`src/rtl/axi4_video_stream_monitor_if.sv`:
```
// AXI4-Stream video bundle carrying the pixel beat plus SOF (tuser) and EOL (tlast) markers.
interface axi4_video_stream_monitor_if #(
    parameter int TDATA_WIDTH = 32
);
    logic [TDATA_WIDTH-1:0] tdata;
    logic                   tvalid;
    logic                   tready;
    logic                   tlast;
    logic                   tuser;

    modport master (output tdata, output tvalid, input tready, output tlast, output tuser);
    modport slave  (input tdata, input tvalid, output tready, input tlast, input tuser);
endinterface

```
`src/rtl/axi4_video_stream_monitor.sv`:
```
// Video pass-through with a 2-entry skid buffer and a line/frame geometry checker
// that watches beats as they are accepted on the input side.
module axi4_video_stream_monitor #(
    parameter int X_TOTAL     = 2200,
    parameter int Y_TOTAL     = 1125,
    parameter int TDATA_WIDTH = 32
) (
    input  logic                        clk_i,
    input  logic                        rst_i,
    axi4_video_stream_monitor_if.slave  video_i,
    axi4_video_stream_monitor_if.master video_o,
    input  logic                        clear_i,
    output logic                        locked_o,
    output logic                        line_err_o,
    output logic                        frame_err_o,
    output logic                        sticky_err_o,
    output logic [15:0]                 frame_cnt_o,
    output logic [15:0]                 err_cnt_o,
    output logic [15:0]                 last_line_len_o
);

    localparam int          BEAT_W    = TDATA_WIDTH + 2;
    localparam logic [15:0] X_TOTAL_C = 16'(X_TOTAL);
    localparam logic [15:0] Y_TOTAL_C = 16'(Y_TOTAL);

    typedef enum logic [0:0] {
        SYNC_WAIT = 1'b0,
        IN_FRAME  = 1'b1
    } state_t;

    function automatic logic [15:0] sat_inc16(input logic [15:0] v);
        return (v == 16'hFFFF) ? 16'hFFFF : v + 16'd1;
    endfunction

    logic [BEAT_W-1:0] in_beat_s, out_beat_r, skid_beat_r, out_beat_n_s, skid_beat_n_s;
    logic              out_valid_r, skid_valid_r, in_ready_r;
    logic              out_valid_n_s, skid_valid_n_s, in_ready_n_s;
    logic              accept_s, deliver_s;

    state_t            state_r, state_n_s;
    logic [15:0]       px_cnt_r, ln_cnt_r, px_n_s, ln_n_s, px_plus_s;
    logic              dirty_r, dirty_n_s;
    logic              locked_r, locked_n_s;
    logic              line_err_r, frame_err_r, sticky_r, sticky_n_s;
    logic [15:0]       frame_cnt_r, frame_cnt_n_s, err_cnt_r, err_cnt_n_s;
    logic [15:0]       last_len_r, last_len_n_s;
    logic              sof_mid_s, sof_frame_s, eol_len_s, miss_eol_s;
    logic              line_err_s, frame_err_s;
    logic [2:0]        err_inc_s;
    logic [16:0]       err_sum_s;

    assign in_beat_s = {video_i.tuser, video_i.tlast, video_i.tdata};
    assign accept_s  = video_i.tvalid & in_ready_r;
    assign deliver_s = out_valid_r & video_o.tready;

    assign video_i.tready = in_ready_r;
    assign video_o.tvalid = out_valid_r;
    assign video_o.tuser  = out_beat_r[BEAT_W-1];
    assign video_o.tlast  = out_beat_r[BEAT_W-2];
    assign video_o.tdata  = out_beat_r[TDATA_WIDTH-1:0];

    assign locked_o        = locked_r;
    assign line_err_o      = line_err_r;
    assign frame_err_o     = frame_err_r;
    assign sticky_err_o    = sticky_r;
    assign frame_cnt_o     = frame_cnt_r;
    assign err_cnt_o       = err_cnt_r;
    assign last_line_len_o = last_len_r;

    // Skid buffer next state: the output register is the head entry, the skid register the tail.
    always_comb begin
        out_valid_n_s  = out_valid_r;
        out_beat_n_s   = out_beat_r;
        skid_valid_n_s = skid_valid_r;
        skid_beat_n_s  = skid_beat_r;
        if (!out_valid_r || deliver_s) begin
            if (skid_valid_r) begin
                out_valid_n_s  = 1'b1;
                out_beat_n_s   = skid_beat_r;
                skid_valid_n_s = accept_s;
                skid_beat_n_s  = accept_s ? in_beat_s : skid_beat_r;
            end else begin
                out_valid_n_s  = accept_s;
                out_beat_n_s   = accept_s ? in_beat_s : out_beat_r;
            end
        end else begin
            if (accept_s) begin
                skid_valid_n_s = 1'b1;
                skid_beat_n_s  = in_beat_s;
            end else begin
                skid_valid_n_s = skid_valid_r;
                skid_beat_n_s  = skid_beat_r;
            end
        end
        // Ready is registered from the post-update occupancy, so it never depends on video_o.tready combinationally.
        in_ready_n_s = ~(out_valid_n_s & skid_valid_n_s);
    end

    // Skid buffer storage and registered input ready.
    always_ff @(posedge clk_i or posedge rst_i) begin
        if (rst_i) begin
            out_valid_r  <= 1'b0;
            out_beat_r   <= '0;
            skid_valid_r <= 1'b0;
            skid_beat_r  <= '0;
            in_ready_r   <= 1'b0;
        end else begin
            out_valid_r  <= out_valid_n_s;
            out_beat_r   <= out_beat_n_s;
            skid_valid_r <= skid_valid_n_s;
            skid_beat_r  <= skid_beat_n_s;
            in_ready_r   <= in_ready_n_s;
        end
    end

    // Monitor state register.
    always_ff @(posedge clk_i or posedge rst_i) begin
        if (rst_i) begin
            state_r <= SYNC_WAIT;
        end else begin
            state_r <= state_n_s;
        end
    end

    // Monitor next state: leave SYNC_WAIT on the first accepted SOF and stay framed until reset.
    always_comb begin
        state_n_s = state_r;
        case (state_r)
            SYNC_WAIT: begin
                if (accept_s && video_i.tuser) begin
                    state_n_s = IN_FRAME;
                end else begin
                    state_n_s = SYNC_WAIT;
                end
            end
            IN_FRAME: state_n_s = IN_FRAME;
            default:  state_n_s = SYNC_WAIT;
        endcase
    end

    // Monitor outputs: geometry counters, error detection and lock decision for the accepted beat.
    always_comb begin
        px_n_s        = px_cnt_r;
        ln_n_s        = ln_cnt_r;
        dirty_n_s     = dirty_r;
        locked_n_s    = locked_r;
        frame_cnt_n_s = frame_cnt_r;
        last_len_n_s  = last_len_r;
        sof_mid_s     = 1'b0;
        sof_frame_s   = 1'b0;
        eol_len_s     = 1'b0;
        miss_eol_s    = 1'b0;
        px_plus_s     = sat_inc16(px_cnt_r);
        case (state_r)
            SYNC_WAIT: begin
                if (accept_s && video_i.tuser) begin
                    px_n_s    = video_i.tlast ? 16'd0 : 16'd1;
                    ln_n_s    = 16'd0;
                    dirty_n_s = 1'b0;
                end else begin
                    px_n_s    = px_cnt_r;
                end
            end
            IN_FRAME: begin
                if (accept_s && video_i.tuser) begin
                    // SOF errors belong to the frame being closed; an EOL on this beat opens the new one dirty.
                    sof_mid_s     = (px_cnt_r != 16'd0);
                    sof_frame_s   = (ln_cnt_r != Y_TOTAL_C);
                    frame_cnt_n_s = frame_cnt_r + 16'd1;
                    locked_n_s    = ~(dirty_r | sof_mid_s | sof_frame_s);
                    if (video_i.tlast) begin
                        last_len_n_s = 16'd1;
                        eol_len_s    = (X_TOTAL_C != 16'd1);
                        px_n_s       = 16'd0;
                        ln_n_s       = 16'd1;
                    end else begin
                        px_n_s       = 16'd1;
                        ln_n_s       = 16'd0;
                    end
                    dirty_n_s = eol_len_s;
                end else if (accept_s && video_i.tlast) begin
                    last_len_n_s = px_plus_s;
                    eol_len_s    = (px_plus_s != X_TOTAL_C);
                    px_n_s       = 16'd0;
                    ln_n_s       = sat_inc16(ln_cnt_r);
                    dirty_n_s    = dirty_r | eol_len_s;
                end else if (accept_s) begin
                    px_n_s       = px_plus_s;
                    miss_eol_s   = (px_plus_s == X_TOTAL_C);
                    dirty_n_s    = dirty_r | miss_eol_s;
                end else begin
                    px_n_s       = px_cnt_r;
                end
                locked_n_s = locked_n_s & ~(eol_len_s | miss_eol_s);
            end
            default: begin
                px_n_s = px_cnt_r;
            end
        endcase
        line_err_s  = sof_mid_s | eol_len_s | miss_eol_s;
        frame_err_s = sof_frame_s;
        err_inc_s   = {2'b00, sof_mid_s} + {2'b00, sof_frame_s} + {2'b00, eol_len_s} + {2'b00, miss_eol_s};
        err_sum_s   = {1'b0, err_cnt_r} + {14'd0, err_inc_s};
        err_cnt_n_s = clear_i ? 16'd0 : (err_sum_s[16] ? 16'hFFFF : err_sum_s[15:0]);
        sticky_n_s  = clear_i ? 1'b0 : (sticky_r | line_err_s | frame_err_s);
    end

    // Monitor datapath and registered status outputs.
    always_ff @(posedge clk_i or posedge rst_i) begin
        if (rst_i) begin
            px_cnt_r    <= 16'd0;
            ln_cnt_r    <= 16'd0;
            dirty_r     <= 1'b0;
            locked_r    <= 1'b0;
            line_err_r  <= 1'b0;
            frame_err_r <= 1'b0;
            sticky_r    <= 1'b0;
            frame_cnt_r <= 16'd0;
            err_cnt_r   <= 16'd0;
            last_len_r  <= 16'd0;
        end else begin
            px_cnt_r    <= px_n_s;
            ln_cnt_r    <= ln_n_s;
            dirty_r     <= dirty_n_s;
            locked_r    <= locked_n_s;
            line_err_r  <= line_err_s;
            frame_err_r <= frame_err_s;
            sticky_r    <= sticky_n_s;
            frame_cnt_r <= frame_cnt_n_s;
            err_cnt_r   <= err_cnt_n_s;
            last_len_r  <= last_len_n_s;
        end
    end

endmodule

```
`src/flat_wrapper.sv`:
```
// flat-port wrapper written by rule: the top's interface ports become plain ports
module axi4_video_stream_monitor_flat 
#(
    parameter int X_TOTAL     = 2200,
    parameter int Y_TOTAL     = 1125,
    parameter int TDATA_WIDTH = 32
)
  (clk_i, rst_i, clear_i, locked_o, line_err_o, frame_err_o, sticky_err_o, frame_cnt_o, err_cnt_o, last_line_len_o, video_i_tdata, video_i_tvalid, video_i_tready, video_i_tlast, video_i_tuser, video_o_tdata, video_o_tvalid, video_o_tready, video_o_tlast, video_o_tuser);
  axi4_video_stream_monitor_if #(.TDATA_WIDTH(TDATA_WIDTH)) video_i_i ();
  axi4_video_stream_monitor_if #(.TDATA_WIDTH(TDATA_WIDTH)) video_o_i ();
  input  logic clk_i;
  input  logic rst_i;
  input  logic clear_i;
  output logic locked_o;
  output logic line_err_o;
  output logic frame_err_o;
  output logic sticky_err_o;
  output logic [15:0] frame_cnt_o;
  output logic [15:0] err_cnt_o;
  output logic [15:0] last_line_len_o;
  input wire logic [$bits(video_i_i.tdata)-1:0] video_i_tdata;
  input wire logic [$bits(video_i_i.tvalid)-1:0] video_i_tvalid;
  output wire logic [$bits(video_i_i.tready)-1:0] video_i_tready;
  input wire logic [$bits(video_i_i.tlast)-1:0] video_i_tlast;
  input wire logic [$bits(video_i_i.tuser)-1:0] video_i_tuser;
  output wire logic [$bits(video_o_i.tdata)-1:0] video_o_tdata;
  output wire logic [$bits(video_o_i.tvalid)-1:0] video_o_tvalid;
  input wire logic [$bits(video_o_i.tready)-1:0] video_o_tready;
  output wire logic [$bits(video_o_i.tlast)-1:0] video_o_tlast;
  output wire logic [$bits(video_o_i.tuser)-1:0] video_o_tuser;
  assign video_i_i.tdata = video_i_tdata;
  assign video_i_i.tvalid = video_i_tvalid;
  assign video_i_tready = video_i_i.tready;
  assign video_i_i.tlast = video_i_tlast;
  assign video_i_i.tuser = video_i_tuser;
  assign video_o_tdata = video_o_i.tdata;
  assign video_o_tvalid = video_o_i.tvalid;
  assign video_o_i.tready = video_o_tready;
  assign video_o_tlast = video_o_i.tlast;
  assign video_o_tuser = video_o_i.tuser;
  axi4_video_stream_monitor #(.X_TOTAL(X_TOTAL), .Y_TOTAL(Y_TOTAL), .TDATA_WIDTH(TDATA_WIDTH)) u_core (.clk_i(clk_i), .rst_i(rst_i), .video_i(video_i_i), .video_o(video_o_i), .clear_i(clear_i), .locked_o(locked_o), .line_err_o(line_err_o), .frame_err_o(frame_err_o), .sticky_err_o(sticky_err_o), .frame_cnt_o(frame_cnt_o), .err_cnt_o(err_cnt_o), .last_line_len_o(last_line_len_o));
endmodule
```
`config.mk`:
```
export PLATFORM = sky130hd
export DESIGN_NAME = axi4_video_stream_monitor_flat
export DESIGN_NICKNAME = d
export VERILOG_FILES = /design/src/rtl/axi4_video_stream_monitor_if.sv /design/src/rtl/axi4_video_stream_monitor.sv /design/src/flat_wrapper.sv
export SDC_FILE = /design/constraint.sdc
export NUM_CORES = 1
export LEC_CHECK = 0
export ABC_AREA = 0
export CORE_ASPECT_RATIO = 0.5
export CORE_MARGIN = 10
export CORE_UTILIZATION = 35
export CTS_CLUSTER_SIZE = 20
export DETAILED_ROUTE_END_ITERATION = 12
export HOLD_SLACK_MARGIN = 0.08
export PLACE_DENSITY_LB_ADDON = 0.08
export SLEW_MARGIN = 20
export SYNTH_ARGS = -nofsm -noshare
export SYNTH_HDL_FRONTEND = slang
export SYNTH_SLANG_ARGS = --single-unit
export TNS_END_PERCENT = 50
```
`constraint.sdc`:
```
create_clock -name clk_i -period 5 [get_ports clk_i]
set_clock_uncertainty 0.15 [all_clocks]
set_input_delay 0.5 -clock clk_i [delete_from_list [all_inputs] [get_ports clk_i]]
set_output_delay 0.5 -clock clk_i [all_outputs]
set_load 0.02 [all_outputs]
```
After elaboration in Yosys (flattened, before gate mapping):

Index checks and enable logic that the tools add are counted.

* flip-flop bits (word level): 157
* bits in latches: 0
* bits in writable memories: 0
* memory bits (read-only): 0
* input bits: 39
* output and inout port bits: 88
* word-level logic and storage cells: 114
* memories kept: 0

* $add $sub $neg: 7
* $mul: 0
* div/mod/pow operators: 0
* order comparisons: 0
* equality and inequality tests: 10
* shift operators: 0
* mux-type cells: 52
* bitwise operators: 17
* reductions and logical operators: 12

Operator list (number)
* 16-bit 2-to-1 mux: 14
* 34-bit 2-to-1 mux: 5
* 16-bit case mux with 2 select lines: 2
* 16-bit by 1-bit adder with 16-bit output (second input constant): 3
* 16-bit equality test (second input constant): 2
* 1-bit 2-to-1 mux: 29
* 16-bit by 3-bit adder with 17-bit output: 1
* 16-bit by 12-bit equality test with 1-bit output (second input constant): 1
* 16-bit by 11-bit inequality test with 1-bit output (second input constant): 1
* 16-bit by 12-bit inequality test with 1-bit output (second input constant): 1
* 16-bit nonzero test: 1
* 1-bit OR: 9
* 2-bit AND reduction: 4
* 3-bit by 1-bit adder with 3-bit output: 2
* 1-bit AND: 4
* 2-bit by 1-bit inequality test with 1-bit output (second input constant): 2
* 4-bit by 3-bit inequality test with 1-bit output (second input constant): 1
* 1-bit NOT: 4
* 1-bit case mux with 2 select lines: 2
* 2-bit nonzero test: 2
* 3-bit inequality test (second input constant): 1
* 3-bit AND reduction: 1
* 1-bit by 1-bit adder with 2-bit output: 1
* 1-bit logical AND: 2
* other kinds (3): 3

Logic depth before layout (Yosys ltp):

* depth after elaboration: 12
* mapped depth: 22

Worst setup path before layout:

No wires, ideal clock.

* kind: register to register
* from: register u_core.px_cnt_r[1]
* to: register u_core.err_cnt_r[11] (netlist: u_core.err_cnt_o[11])
* library setup time: 99 ps
* data arrival time: 4669 ps
* required time: 4751 ps
* slack: 81 ps
* stages on the path, launching flop included: 23
* buffers on the path: 2
* period minus slack after synthesis: 4919 ps
* cells stage by stage: dfrtp_1 -> ha_1 -> buf_4 -> nand3_1 -> or4_4 -> buf_6 -> nor3_4 -> o221a_2 -> nand3_1 -> ha_1 -> mux2i_1 -> nor2_1 -> inv_1 -> fa_1 -> inv_1 -> ha_1 -> inv_1 -> fa_1 -> nand2b_1 -> nand2_1 -> or4b_4 -> and3_1 -> a311oi_1

* word-level cells in the longest chain between the ends: 12
* elaborated cells between the ends (all ways): 23

Ends and longest elaborated chain
* start, declared: RTL line axi4_video_stream_monitor.sv:41 `logic [15:0] px_cnt_r, ln_cnt_r, px_n_s, ln_n_s, px_plus_s;`
* start signal, assigned: RTL line axi4_video_stream_monitor.sv:222 `px_cnt_r <= px_n_s;`
* 16-bit by 1-bit adder with 16-bit output or 16-bit equality test (tied branches): RTL line axi4_video_stream_monitor.sv:32 `return (v == 16'hFFFF) ? 16'hFFFF : v + 16'd1;`
* 16-bit 2-to-1 mux: RTL line axi4_video_stream_monitor.sv:32
* 16-bit by 12-bit inequality test with 1-bit output or 16-bit by 12-bit equality test with 1-bit output (tied branches): RTL line axi4_video_stream_monitor.sv:183, axi4_video_stream_monitor.sv:189
* 1-bit 2-to-1 mux (on tied branches): RTL line axi4_video_stream_monitor.sv:181, axi4_video_stream_monitor.sv:187
* 1-bit 2-to-1 mux (on tied branches): RTL line axi4_video_stream_monitor.sv:165, axi4_video_stream_monitor.sv:181
* 1-bit 2-to-1 mux (on tied branches): RTL line axi4_video_stream_monitor.sv:154, axi4_video_stream_monitor.sv:165
* 1-bit 2-to-1 mux: RTL line axi4_video_stream_monitor.sv:154 `case (state_r)`
* 3-bit by 1-bit adder with 3-bit output or 1-bit 2-to-1 mux (tied branches): RTL line axi4_video_stream_monitor.sv:202, axi4_video_stream_monitor.sv:154
* 3-bit by 1-bit adder with 3-bit output (*): RTL line axi4_video_stream_monitor.sv:202 `err_inc_s = {2'b00, sof_mid_s} + {2'b00, sof_frame_s} + {2'b00, eol_len_s} + {2'b00, miss_eol_s};`
* 16-bit by 3-bit adder with 17-bit output (*): RTL line axi4_video_stream_monitor.sv:203 `err_sum_s = {1'b0, err_cnt_r} + {14'd0, err_inc_s};`
* 16-bit 2-to-1 mux (*) (2 in a row): RTL line axi4_video_stream_monitor.sv:204 `err_cnt_n_s = clear_i ? 16'd0 : (err_sum_s[16] ? 16'hFFFF : err_sum_s[15:0]);`
* via u_core.err_cnt_n_s[11]: RTL line axi4_video_stream_monitor.sv:45 `logic [15:0] frame_cnt_r, frame_cnt_n_s, err_cnt_r, err_cnt_n_s;`
* end signal, assigned: RTL line axi4_video_stream_monitor.sv:230 `err_cnt_r <= err_cnt_n_s;`
* end, declared: RTL line axi4_video_stream_monitor.sv:45

Mark *: on every way through the listed nets, which the timed path passes. The rest lies on a longest branch. The select of a mux whose other input is x is not followed.
A chain may end at the register's enable or synchronous reset.

Worst setup path in the final report:

* from: register u_core.px_cnt_r[6]
* to: register u_core.err_cnt_r[11] (netlist: u_core.err_cnt_o[11])

Same word-level chain as after synthesis.

==> run metrics <==
Die Width 231 µm; sequential cell area fraction in the yosys report 50.5%; Slew @ Worst Pin 1.00 ns; Detailed Routing Iterations Pass 1 5; dpl cell area 9510 µm²; largest delay contributor family on the critical path simple AND/OR/NAND/NOR gates; Diodes inserted 0; Peak Freq 0.211 GHz; Cells after Synth 767; Final Instance Area 10200 µm²; Total GRT Usage 14.7%; status finished, final reports clean; Vias/cell 5.14; GPL Wtd Cong 0.836; net total in the final layout 959; final-report hold violation count 0; IO buf count 126; switching power 1.66 mW; power share of the clock group 25.3%; final setup violating endpoints 0; drt wl/cell 17.3 µm; cell-internal power 3.06 mW; cts hold-fix bufs 0; #FFs+latches synth 157; TritonCTS clock tree yes; DR vias 6269; Power Density 464 nW/µm²; DRC viols 0; WL final 21100 µm; initial antenna violation count 0; CTS root buf clkbuf_16; crit path launch type flop; Avg Cell Area, Syn 10.1 µm²; vias in the first global route 6255; Seq pwr share 39.1%; largest net degree at the start of global routing 106; Post-DP HPWL 14500 µm; yosys warns 0; worst path buffer plus inverter count 3; Comb pwr share 35.6%; Sw Ratio 35.2%; first-pass GRT wire length 34400 µm; DIE AREA 29000 µm²; Hold/Removal Path Class flop to flop; DR iter-0 viols 337; worst-skew pair later-pin latency 0.44 ns; global route overflow 0; WP data required 5.19 ns; clk slew on worst S/H paths 0.06 ns; crit end category flop; die extent in y 125 µm; Layout area overhead 30.9%; share of cells above drive strength 1 15.7%; Cell Rows 38; CTS Buffer Depth 2; Period minus WS final 4.75 ns; Setup CP Type flop to flop; CTS Buf Count 17; Power Total 4.73 mW; leakage power 4.31 nW; EDFF count, synth 0; core area 21800 µm²; Starting Density 35.8%; I/O pin cnt 127; Distinct cells, synth 62; Slew HR 33.1%; crit-path max cell delay 0.59 ns; Worst path slowest cell or4_4; synthesized cell area 7780 µm²; critical path fanouts, max 8; arrival time at the worst endpoint 4.93 ns; CTS Sinks 157; VDD IR max 0.000228 V; Async SR Flop Fraction 100%; Tcrit/Tclk final 94.9%; ANT nets after route 0; Post-Syn Nets 819; crit path cell chain nand4_4 > or4_4 > nor3_4 > o221a_4 > nand3_1 > ha_2 > mux2i_1 > nor2_1 > inv_1 > fa_1 > inv_1 > ha_2 > inv_1 > fa_2 > nand2b_4 > nand2_1 > or4b_4 > and3_4 > a311oi_2; Final Max Tran Viols 0; Worst path most repeated cell inv_1; Max Cap Violations 0; ys flop type dfrtp_1; CTS H-tree lvls 4
[kinds of logic (layout without fill, tap and decap cells)]
group           after synthesis  after routing  synth area share [%]
simple gates                241            241                  15.8
compound gates              183            183                  14.5
buf+inv                      72            225                  3.83
fa+ha+maj                    13             13                  2.28
mux                          73             73                  9.95
flops                       157            157                  50.5
xor+xnor                     28             28                  3.15
[final timing paths]
kind | start | endpoint | slack [ns] | cells past startpoint
worst max-delay path | u_core.px_cnt_r[6] | u_core.err_cnt_o[11] | 0.25 | 19
min in group asynchronous | rst_i | u_core.out_beat_r[11] | 0.51 | 2
worst min-delay path | u_core.frame_cnt_o[15] | u_core.frame_cnt_o[15] | 0.32 | 1
max in group asynchronous | rst_i | u_core.skid_beat_r[10] | 3.24 | 3
worst max register to register | u_core.px_cnt_r[6] | u_core.err_cnt_o[11] | 0.25 | 19
worst min register to register | u_core.frame_cnt_o[15] | u_core.frame_cnt_o[15] | 0.32 | 1
[flip-flops by register name, indices dropped and copies added, names as in the netlist, 16 cells and up]
signal	cells
u_core.out_beat_r	34
u_core.last_line_len_o	16
u_core.px_cnt_r	16
u_core.skid_beat_r	34
u_core.err_cnt_o	16
u_core.frame_cnt_o	16
u_core.ln_cnt_r	16
[cell usage in the layout (no fill, tap or decap), types with 7 or more instances in the layout]
cell             count
o21ai_0             75
and3_1               8
and4_1               8
clkbuf_16           17
nand2_1             88
nor2_1              33
a21oi_1             34
buf_4               43
ha_1                 8
mux2i_1             37
a22o_1              17
nand4_1             19
nor3_1              14
inv_1               23
nor4_1               7
xor2_1              14
nand3_1             24
dfrtp_1            151
a21o_1               9
xnor2_1             14
a31oi_1              8
clkdlybuf4s50_1    126
o31ai_1             11
mux2_2              35
[layout make-up]
type                       instances  area (µm²)
fill                            2055       11600
multi-input combinational        538        3670
clock inverter                    14        95.1
inverter                          24        95.1
clock buffer                      18         439
timing repair buffer             169        1580
tap                              300         375
sequential                       157        3940
[power groups by stage]
stage                     clock, mW  sequential, mW  combinational (mW)
after global placement            0            1.86                1.69
after floorplan                   0            2.04               0.811
final                          1.20            1.85                1.68
after detailed placement          0            1.87                1.70
after global routing           1.30            1.90                1.86
after CTS                      1.24            1.85                1.71
[worst reg2reg max path, delay by kind of cell, from the launching register on]
family,cells,cell delay [ns]
mux,1,0.13
simple gates,9,2.06
fa+ha+maj,4,1.14
buf+inv,3,0.20
flops,1,0.51
compound gates,2,0.46
[stage by stage]
step / cells / setup WS (ns) / util [%] / hold slack [ns] / TNS, ns
2_1_floorplan: 767 / 0.0813 / - / 0.324 / 0
3_3_place_gp: 1180 / 0.164 / 43.7 / 0.309 / 0
3_5_place_dp: 1180 / 0.0365 / 43.7 / 0.315 / 0
4_1_cts: 1212 / 0.0132 / 46.1 / 0.335 / 0
5_1_grt: 1220 / -0.0412 / 46.8 / 0.346 / -0.0864
6_report: 1220 / 0.253 / 46.8 / 0.325 / 0
[cell usage after synthesis (9+ instances only)]
master | count | area (µm²)
nand3_1 | 25 | 125
clkbuf_1 | 28 | 105
and3_1 | 9 | 56.3
inv_1 | 24 | 90.1
mux2_2 | 35 | 394
nor2_1 | 33 | 124
nand2_1 | 88 | 330
o31ai_1 | 11 | 82.6
nor3_1 | 15 | 75.1
nor4_1 | 9 | 56.3
ha_1 | 11 | 138
nand4_1 | 19 | 119
o21ai_0 | 75 | 375
a21o_1 | 9 | 67.6
a21oi_1 | 35 | 175
xnor2_1 | 14 | 123
mux2i_1 | 38 | 380
xor2_1 | 14 | 123
dfrtp_1 | 157 | 3930
a22o_1 | 17 | 149
[per-layer routing]
metal | global-route usage [%] | up-vias | wire [µm]
met5 | 0 | - | 0
met4 | 4.23 | 0 | 216
met3 | 4.97 | 15 | 1140
met2 | 22.6 | 117 | 9590
met1 | 19.3 | 3101 | 10200
li1 | - | 3036 | -
[repair_timing]
| item | in CTS | in global routing |
|---|---|---|
| gates resized for setup | 0 | 22 |
| setup buffers | 0 | 8 |
| endpoints found under the setup margin | 0 | 16 |
Note: power is estimated with default switching activity, not from simulation.
